File: src/rtl/fsm_overlay_ctrl.sv
// Memory-mapped controller for the FSM overlay: 16x4 transition table, prescaled stepping, 1-cycle bus ack.
// Define FSM_OVERLAY_IRQ_EN to add the irq port with IRQ_MASK/IRQ_PEND registers.
module fsm_overlay_ctrl #(
  parameter logic [31:0] BASE_ADDR   = 32'h3000_0000,  // must be 512-byte aligned
  parameter int unsigned TICK_DIV    = 16,
  parameter logic [3:0]  RESET_STATE = 4'd0
) (
  input  logic        wb_clk_i,
  input  logic        wb_rst_i,
  input  logic        mem_valid,
  input  logic [31:0] mem_addr,
  input  logic [31:0] mem_wdata,
  input  logic [3:0]  mem_wstrb,
  output logic        mem_ready,
  output logic [31:0] mem_rdata,
  input  logic [1:0]  fsm_in,
  output logic [3:0]  fsm_config,
  output logic [3:0]  fsm_state
`ifdef FSM_OVERLAY_IRQ_EN
  ,
  output logic        irq
`endif
);

  typedef enum logic {IDLE, ACK} bus_st_e;

  localparam logic [15:0] DIV_LAST = 16'(TICK_DIV - 1);

  bus_st_e     bus_st, bus_nxt;
  logic        hit, acc, wr, rd;
  logic [6:0]  word;
  logic        run;
  logic [15:0] presc;
  logic [31:0] cycles;
  logic [1:0]  last_in;
  logic [7:0]  tbl [64];
  logic [7:0]  entry;
  logic        ctrl_wr, step_ev, clr_ev, run_d, run_tick, tick;
  logic [31:0] rd_val;
  logic        unused_bits;

  assign hit  = mem_valid && (mem_addr[31:9] == BASE_ADDR[31:9]);
  assign word = mem_addr[8:2];

  always_ff @(posedge wb_clk_i) begin
    if (wb_rst_i) bus_st <= IDLE;
    else          bus_st <= bus_nxt;
  end

  // Accepting only from IDLE keeps a request held through the ACK cycle from being taken twice.
  always_comb begin
    bus_nxt = bus_st;
    acc     = 1'b0;
    case (bus_st)
      IDLE: if (hit) begin
        acc     = 1'b1;
        bus_nxt = ACK;
      end
      ACK:     bus_nxt = IDLE;
      default: bus_nxt = IDLE;
    endcase
  end

  assign mem_ready = (bus_st == ACK);
  assign wr        = acc && (|mem_wstrb);
  assign rd        = acc && !(|mem_wstrb);

  assign ctrl_wr  = wr && (word == 7'h00) && mem_wstrb[0];
  assign step_ev  = ctrl_wr && mem_wdata[1] && !run;
  assign clr_ev   = ctrl_wr && mem_wdata[2];
  assign run_d    = ctrl_wr ? mem_wdata[0] : run;
  assign run_tick = run && (presc == DIV_LAST) && run_d;
  assign tick     = (run_tick || step_ev) && !clr_ev;
  assign entry    = tbl[{fsm_state, fsm_in}];

  always_ff @(posedge wb_clk_i) begin
    if (wb_rst_i) begin
      run        <= 1'b0;
      presc      <= '0;
      cycles     <= '0;
      fsm_state  <= RESET_STATE;
      fsm_config <= '0;
      last_in    <= '0;
    end else begin
      run <= run_d;
      // Counting starts only on the edge after run is seen high, so the first tick lands TICK_DIV cycles later.
      if (clr_ev || !run || !run_d || (presc == DIV_LAST)) presc <= '0;
      else                                                presc <= presc + 16'd1;
      if (wr && (word == 7'h02)) cycles <= '0;
      else if (tick)             cycles <= cycles + 32'd1;
      if (clr_ev) begin
        fsm_state  <= RESET_STATE;
        fsm_config <= '0;
      end else if (tick) begin
        fsm_state  <= entry[3:0];
        fsm_config <= entry[7:4];
        last_in    <= fsm_in;
      end
    end
  end

  // entry is read combinationally, so a same-cycle table write is seen only by the next tick.
  always_ff @(posedge wb_clk_i) begin
    if (wb_rst_i) begin
      for (int i = 0; i < 64; i++) tbl[i] <= 8'h00;
    end else if (wr && mem_addr[8] && mem_wstrb[0]) begin
      tbl[mem_addr[7:2]] <= mem_wdata[7:0];
    end
  end

`ifdef FSM_OVERLAY_IRQ_EN
  logic [15:0] irq_mask;
  logic        irq_pend, pend_set, pend_clr;

  assign pend_set = tick && irq_mask[entry[3:0]];
  assign pend_clr = wr && (word == 7'h05) && mem_wstrb[0] && mem_wdata[0];

  always_ff @(posedge wb_clk_i) begin
    if (wb_rst_i) begin
      irq_mask <= '0;
      irq_pend <= 1'b0;
    end else begin
      if (wr && (word == 7'h04)) begin
        if (mem_wstrb[0]) irq_mask[7:0]  <= mem_wdata[7:0];
        if (mem_wstrb[1]) irq_mask[15:8] <= mem_wdata[15:8];
      end
      irq_pend <= pend_set || (irq_pend && !pend_clr);
    end
  end

  assign irq = irq_pend;
`endif

  always_comb begin
    rd_val = '0;
    if (mem_addr[8]) begin
      rd_val = {24'b0, tbl[mem_addr[7:2]]};
    end else begin
      case (word)
        7'h00:   rd_val = {31'b0, run};
        7'h01:   rd_val = {21'b0, last_in, run, fsm_config, fsm_state};
        7'h02:   rd_val = cycles;
`ifdef FSM_OVERLAY_IRQ_EN
        7'h04:   rd_val = {16'b0, irq_mask};
        7'h05:   rd_val = {31'b0, irq_pend};
`endif
        default: rd_val = '0;
      endcase
    end
  end

  always_ff @(posedge wb_clk_i) begin
    if (wb_rst_i) mem_rdata <= '0;
    else          mem_rdata <= rd ? rd_val : 32'h0;
  end

  assign unused_bits = ^{mem_addr[1:0], mem_wdata[31:8]};

endmodule

File: config.mk
export PLATFORM = sky130hd
export DESIGN_NAME = fsm_overlay_ctrl
export DESIGN_NICKNAME = d
export VERILOG_FILES = /design/src/rtl/fsm_overlay_ctrl.sv
export SDC_FILE = /design/constraint.sdc
export NUM_CORES = 1
export LEC_CHECK = 0
export CORE_MARGIN = 4
export CORE_UTILIZATION = 37
export CTS_CLUSTER_SIZE = 40
export DETAILED_ROUTE_END_ITERATION = 10
export PLACE_DENSITY = 0.61
export SLEW_MARGIN = 20
export SYNTH_ARGS = -nofsm -noshare
export SYNTH_HDL_FRONTEND = slang
export SYNTH_SLANG_ARGS = --single-unit
File: constraint.sdc
create_clock -name wb_clk_i -period 3.25 [get_ports wb_clk_i]
set_input_delay 0.975 -clock wb_clk_i [delete_from_list [all_inputs] [get_ports wb_clk_i]]
set_output_delay 0.975 -clock wb_clk_i [all_outputs]
set_load 0.1 [all_outputs]
==> impl_metrics.json, run 1 <==
{
  "run_status": "completed",
  "synth_top_cell_area_share_pct": 48.3,
  "min_period_over_period_pct": 96.6,
  "relSlewSlack_pct": 37.8,
  "synth_area_per_cell_um2": 12.8,
  "io_buffers": 87,
  "fmax_mhz": 319,
  "drtPass1Iterations": 6,
  "clkLatencyLatePin_ns": 0.63,
  "critPathLaunchType": "primary input",
  "async_flop_share_pct": 0,
  "synth_nets": 2563,
  "core_area_mm2": 0.0853,
  "viasPerCell": 6.02,
  "ant_nets": 0,
  "timing.final.ws_setup_ns": 0.111,
  "slowest_stage": "or2_2",
  "ys_top_cells_by_area": "edfxtp_1 (48%), mux4_2 (12%), and2_1 (9.0%)",
  "multiInputGateArea_mm2": 0.0137,
  "synth-edff-count": 512,
  "p_comb_share_pct": 10.9,
  "p_clk_share_pct": 41.4,
  "critPathMaxFanout": 11,
  "h-tree-depth": 3,
  "drcViolationCount": 0,
  "cp_slowest_stage_delay_ns": 0.44,
  "grt_remaining_overflow": 0,
  "worstPathArrival_ns": 3.69,
  "synth.most_common_cell": "edfxtp_1",
  "internal-power_uw": 14200,
  "die_y_um": 301,
  "grt_max_degree": 73,
  "cts_tree": "built",
  "drv_slew": 0,
  "p_sw_share_pct": 24.5,
  "leakage_uw": 0.0136,
  "final-seq-area_mm2": 0.0172,
  "hold_class": "reg2reg",
  "path_class": "in2reg",
  "hold_violations": 0,
  "antenna_found_initial": 5,
  "design.die.area_mm2": 0.0909,
  "rsz0062_at_grt": "no",
  "path_cells": "clkdlybuf4s50_1 -> nor4_2 -> nand4_2 -> buf_4 -> or2_2 -> nor3_2 -> buf_4 -> o21ai_0 -> a31oi_1 -> buf_4",
  "drv_cap": 0,
  "row_count": 107,
  "syn_inst": 2488,
  "ios": 114,
  "cts_setup_buffers": 0,
  "setup_viol": 0,
  "gp_congestion": 1.05,
  "fin_worst_skew_ns": 0.0408,
  "die-width_um": 301,
  "synth_cell_types": 76,
  "synth_commonest_cells": "edfxtp_1 (512), and2_1 (456), mux4_2 (169)",
  "grt_pass1_wl_um": 165000,
  "powerDensity_mw_per_mm2": 485,
  "synth_area_leader_cell": "edfxtp_1",
  "synth_top_flop_cell": "edfxtp_1",
  "dp_slack_ns": -0.443,
  "utilization_pct": 45.3,
  "area_delta_synth_final_pct": 21.3,
  "drt_first_iter_violations": 3000,
  "post_drt_wl_per_cell_um": 28.6,
  "clockRootBuffer": "clkbuf_16",
  "ctsHoldBuffers": 0,
  "grt_use_total_pct": 24.8,
  "seq_area_frac_synth_pct": 54.0,
  "cts_buffer_depth": 3,
  "place.detailed.hpwl_um": 84500,
  "cts.sinks": 604,
  "crit_required_ns": 3.80,
  "drt-total-wl_um": 114000,
  "crit_top_cell": "buf_4",
  "ir_worst_vdd_v": 0.000404,
  "tightest_slew_ns": 0.929,
  "period_needed_ns": 3.14,
  "vias": 24000,
  "ys_warn_count": 0,
  "clk_pin_slew_ns": 0.06,
  "start_util_pct": 37.4,
  "switchingPower_uw": 4600,
  "cts_buffers": 69,
  "fillers": 7670,
  "hold_ws_ns": 0.473,
  "drive_above_1_share_pct": 29.7,
  "p_seq_share_pct": 47.7,
  "synth_area_mm2": 0.0319,
  "ys_ff_latch": 604,
  "endpoint_kind": "flop",
  "grt_pass1_vias": 23800,
  "ctsResizeCount": 0,
  "final_nets": 2866
}
stage by stage:
stage	total power, µW	instances	setup TNS, ns	area, µm²
finish	18800	3986	0	38600
global route	19300	3985	0	38600
CTS	18800	3985	0	38600
detailed placement	11100	3864	-109.34	36400
global placement	11100	3864	-85.13	36400
floorplan	10100	2488	0	31900
power groups by stage:
stage | clock [µW] | combinational [µW] | sequential [µW]
finish | 7760 | 2050 | 8950
global route | 8170 | 2120 | 8970
CTS | 7860 | 2020 | 8930
detailed placement | 0 | 2010 | 9090
global placement | 0 | 1990 | 9070
floorplan | 0 | 1100 | 8970
logic make-up after synthesis:
family | count (synthesis) | synth area share (%)
AO/OA/AOI/OAI | 384 | 8.99
flip-flops | 604 | 54.0
AND/OR/NAND/NOR | 971 | 17.5
XOR/XNOR | 15 | 0.412
adder cells (fa/ha/maj) | 2 | 0.0785
buffers and inverters | 225 | 3.06
multiplexers | 287 | 15.9
worst max-delay path, delay by kind of cell:
kind | cells | cell delay [ns]
simple gates | 4 | 1.17
buf+inv | 4 | 1.08
compound gates | 2 | 0.44
per-layer routing:
layer / wire length, µm / track usage (%) / share of wire, %
met1: 44900 / 33.1 / 39
met2: 51500 / 38.7 / 45
met3: 11800 / 5.59 / 10
met4: 5640 / 11.1 / 5.0
met5: 27 / 0 / 0.024
cell type report:
cell class                      count  share of cell area, %
Sequential cell                   604                   44.6
Clock inverter                     33                  0.861
Inverter                           10                 0.0971
Clock buffer                       88                   4.90
Timing Repair Buffer              447                   10.5
Antenna cell                        1                0.00648
Multi-Input combinational cell   1659                   35.4
Tap cell                         1144                   3.70
cell usage in the layout (no fill, tap or decap), types with 21 or more instances in the layout:
master / n
nor2_1: 116
nand2_1: 73
a22oi_1: 56
mux2i_1: 58
buf_4: 355
nand3_1: 27
and2_1: 457
nor4_1: 21
a221oi_1: 59
a22o_1: 22
clkbuf_16: 72
mux4_2: 169
buf_12: 49
or2_2: 66
mux2_2: 60
o22ai_1: 26
clkdlybuf4s50_1: 33
nor3_1: 88
edfxtp_1: 512
and3_1: 31
a21oi_1: 65
dfxtp_1: 91
path summary, 6_finish.rpt:
| path | end | from | cells after the start | slack, ns |
|---|---|---|---|---|
| max | mem_rdata[1] | mem_addr[10] | 10 | 0.11 |
| min | presc[0] | presc[0] | 1 | 0.47 |
| max reg2reg | fsm_config[2] | fsm_state[0] | 8 | 0.43 |
| min reg2reg | presc[0] | presc[0] | 1 | 0.47 |
state kept, by name, indices dropped and copies added (netlist names):
signal      count
tbl           512
last_in         2
mem_rdata      32
run             1
fsm_state       4
mem_ready       1
fsm_config      4
presc          16
cycles         32
Note: power is estimated with default switching activity, not from simulation.
==> run 2, diff against run 1 <==
--- a/config.mk
+++ b/config.mk
@@ -9,7 +9,7 @@
 export CORE_UTILIZATION = 37
 export CTS_CLUSTER_SIZE = 40
 export DETAILED_ROUTE_END_ITERATION = 10
-export PLACE_DENSITY = 0.61
+export PLACE_DENSITY = 0.59
 export SLEW_MARGIN = 20
 export SYNTH_ARGS = -nofsm -noshare
 export SYNTH_HDL_FRONTEND = slang
==> constraint.sdc (replaced) <==
create_clock -name wb_clk_i -period 2.9 [get_ports wb_clk_i]
set_input_delay 0.87 -clock wb_clk_i [delete_from_list [all_inputs] [get_ports wb_clk_i]]
set_output_delay 0.87 -clock wb_clk_i [all_outputs]
set_load 0.1 [all_outputs]
==> impl_metrics.json, run 2 (same netlist as run 1, synthesis figures left out) <==
{
  "run_status": "finished, violations left",
  "violations": "negative setup slack",
  "met2_length_um": 53500,
  "io_buffers": 87,
  "drive_above_1_share_pct": 31.3,
  "fillers": 7644,
  "ctsHoldBuffers": 0,
  "largestRegisters": "tbl (512), cycles (32), mem_rdata (32)",
  "final-seq-area_mm2": 0.0172,
  "wl_met1_um": 46500,
  "grt_pass1_wl_um": 169000,
  "viasPerCell": 5.99,
  "relSlewSlack_pct": 38.8,
  "stdcell_area_mm2": 0.0392,
  "hold_class": "reg2reg",
  "die-width_um": 301,
  "largest_reg_flops": 512,
  "antenna_found_initial": 0,
  "most-common-layout-cells": "edfxtp_1 (512), and2_1 (456), buf_4 (421)",
  "final_common_cell": "edfxtp_1",
  "cts_tree": "built",
  "vias": 24300,
  "setup_viol": 1,
  "period_needed_ns": 2.98,
  "utilization_pct": 46.0,
  "ant_nets": 0,
  "critPathMaxFanout": 15,
  "met3_length_um": 11800,
  "fmax_mhz": 336,
  "path_cells": "buf_6 -> buf_4 -> nor2_1 -> buf_4 -> a221o_1 -> a222oi_1 -> buf_4 -> o22ai_1 -> a221oi_1 -> a31oi_1",
  "grt_use_total_pct": 25.6,
  "drv_slew": 0,
  "design.die.area_mm2": 0.0909,
  "drt-total-wl_um": 118000,
  "drt_first_iter_violations": 2781,
  "place.detailed.hpwl_um": 87300,
  "clk_pin_slew_ns": 0.06,
  "start_util_pct": 37.4,
  "die_y_um": 301,
  "final_nets": 2937,
  "crit_required_ns": 3.39,
  "critPathLaunchType": "primary input",
  "cts_setup_buffers": 0,
  "timing.final.ws_setup_ns": -0.0753,
  "regMostFlops": "tbl",
  "hold_violations": 0,
  "cts.sinks": 604,
  "rsz0062_at_grt": "yes",
  "path_class": "in2reg",
  "ir_worst_vdd_v": 0.000344,
  "min_period_over_period_pct": 103,
  "grt_pass1_vias": 24300,
  "drtPass1Iterations": 8,
  "top_layer": "met4",
  "core_area_mm2": 0.0853,
  "clockRootBuffer": "clkbuf_16",
  "clkLatencyLatePin_ns": 0.63,
  "fin_setup_tns_ns": -0.0753,
  "crit_top_cell": "buf_4",
  "fin_worst_skew_ns": 0.0346,
  "powerDensity_mw_per_mm2": 534,
  "drcViolationCount": 0,
  "slowest_stage": "a222oi_1",
  "multiInputGateArea_mm2": 0.0137,
  "post_drt_wl_per_cell_um": 29.1,
  "cts_buffer_depth": 3,
  "h-tree-depth": 3,
  "ios": 114,
  "hold_path_depth": 2,
  "worstPathArrival_ns": 3.46,
  "drv_cap": 0,
  "cp_slowest_stage_delay_ns": 0.73,
  "gp_congestion": 1.01,
  "endpoint_kind": "flop",
  "cts_buffers": 68,
  "place_area_mm2": 0.0370,
  "dp_slack_ns": -0.653,
  "row_count": 107,
  "grt_max_degree": 73,
  "ff2ff_path_depth": 6,
  "area_delta_synth_final_pct": 23.2,
  "grt_remaining_overflow": 0,
  "leakage_uw": 0.0140,
  "tightest_slew_ns": 0.917
}
[run 2: cell count changes in the layout (fill, tap and decap cells not counted), moves of 2 or more]
cell,before,now
clkbuf_16,72,69
clkinv_2,13,8
buf_4,355,421
clkdlybuf4s50_1,33,30
clkinv_1,6,15
clkinvlp_4,4,0
dlymetal6s2s_1,0,3
clkbuf_1,13,15
or2_2,66,55
buf_12,49,54
or2_4,0,11
[run 2: critical path: cells and delay by family]
kind | cells | cell delay (ns)
and+or+nand+nor | 1 | 0.10
AOI/OAI and AO/OA | 5 | 1.55
buffers and inverters | 4 | 0.91
[run 2: report_power, final]
group	total (µW)	switching, µW	internal, µW
logic	2370	1300	1070
clock network	8550	3630	4920
registers	10000	273	9770
total	21000	5190	15800
[run 2: per-stage QoR]
stage               total power [µW]  hold slack [ns]  instances
floorplan                      11300            0.426       2488
global placement               12500            0.442       3936
detailed placement             12500            0.453       3936
CTS                            21000            0.486       4058
global route                   21500            0.510       4058
finish                         21000            0.484       4059
[run 2: timing repair]
action | 4_1_cts | 5_1_grt
endpoints found under the setup margin | 1 | 203
resized for setup | 1 | 18
pin swaps | 1 | 2
hold endpoints to repair | 0 | 0
[run 2: per-layer routing]
| layer | vias to the layer above | track usage, % |
|---|---|---|
| li1 | 10400 | - |
| met1 | 12200 | 34.3 |
| met2 | 1469 | 40.3 |
| met3 | 268 | 5.10 |
| met4 | 0 | 11.9 |
| met5 | - | 0.271 |
[run 2: area by class of cell]
cell class                      count  area share [%]
Sequential cell                   604            43.9
Inverter                           10          0.0957
Multi-Input combinational cell   1659            35.0
Tap cell                         1144            3.65
Timing Repair Buffer              519            11.9
Clock buffer                       88            4.67
Antenna cell                        1         0.00638
Clock inverter                     34           0.826
[run 2: final timing paths]
| check | start | to | slack, ns |
|---|---|---|---|
| min reg2reg | cycles[31] | cycles[31] | 0.48 |
| max | mem_addr[4] | mem_rdata[0] | -0.08 |
| min | cycles[31] | cycles[31] | 0.48 |
| max reg2reg | cycles[4] | cycles[31] | 0.35 |
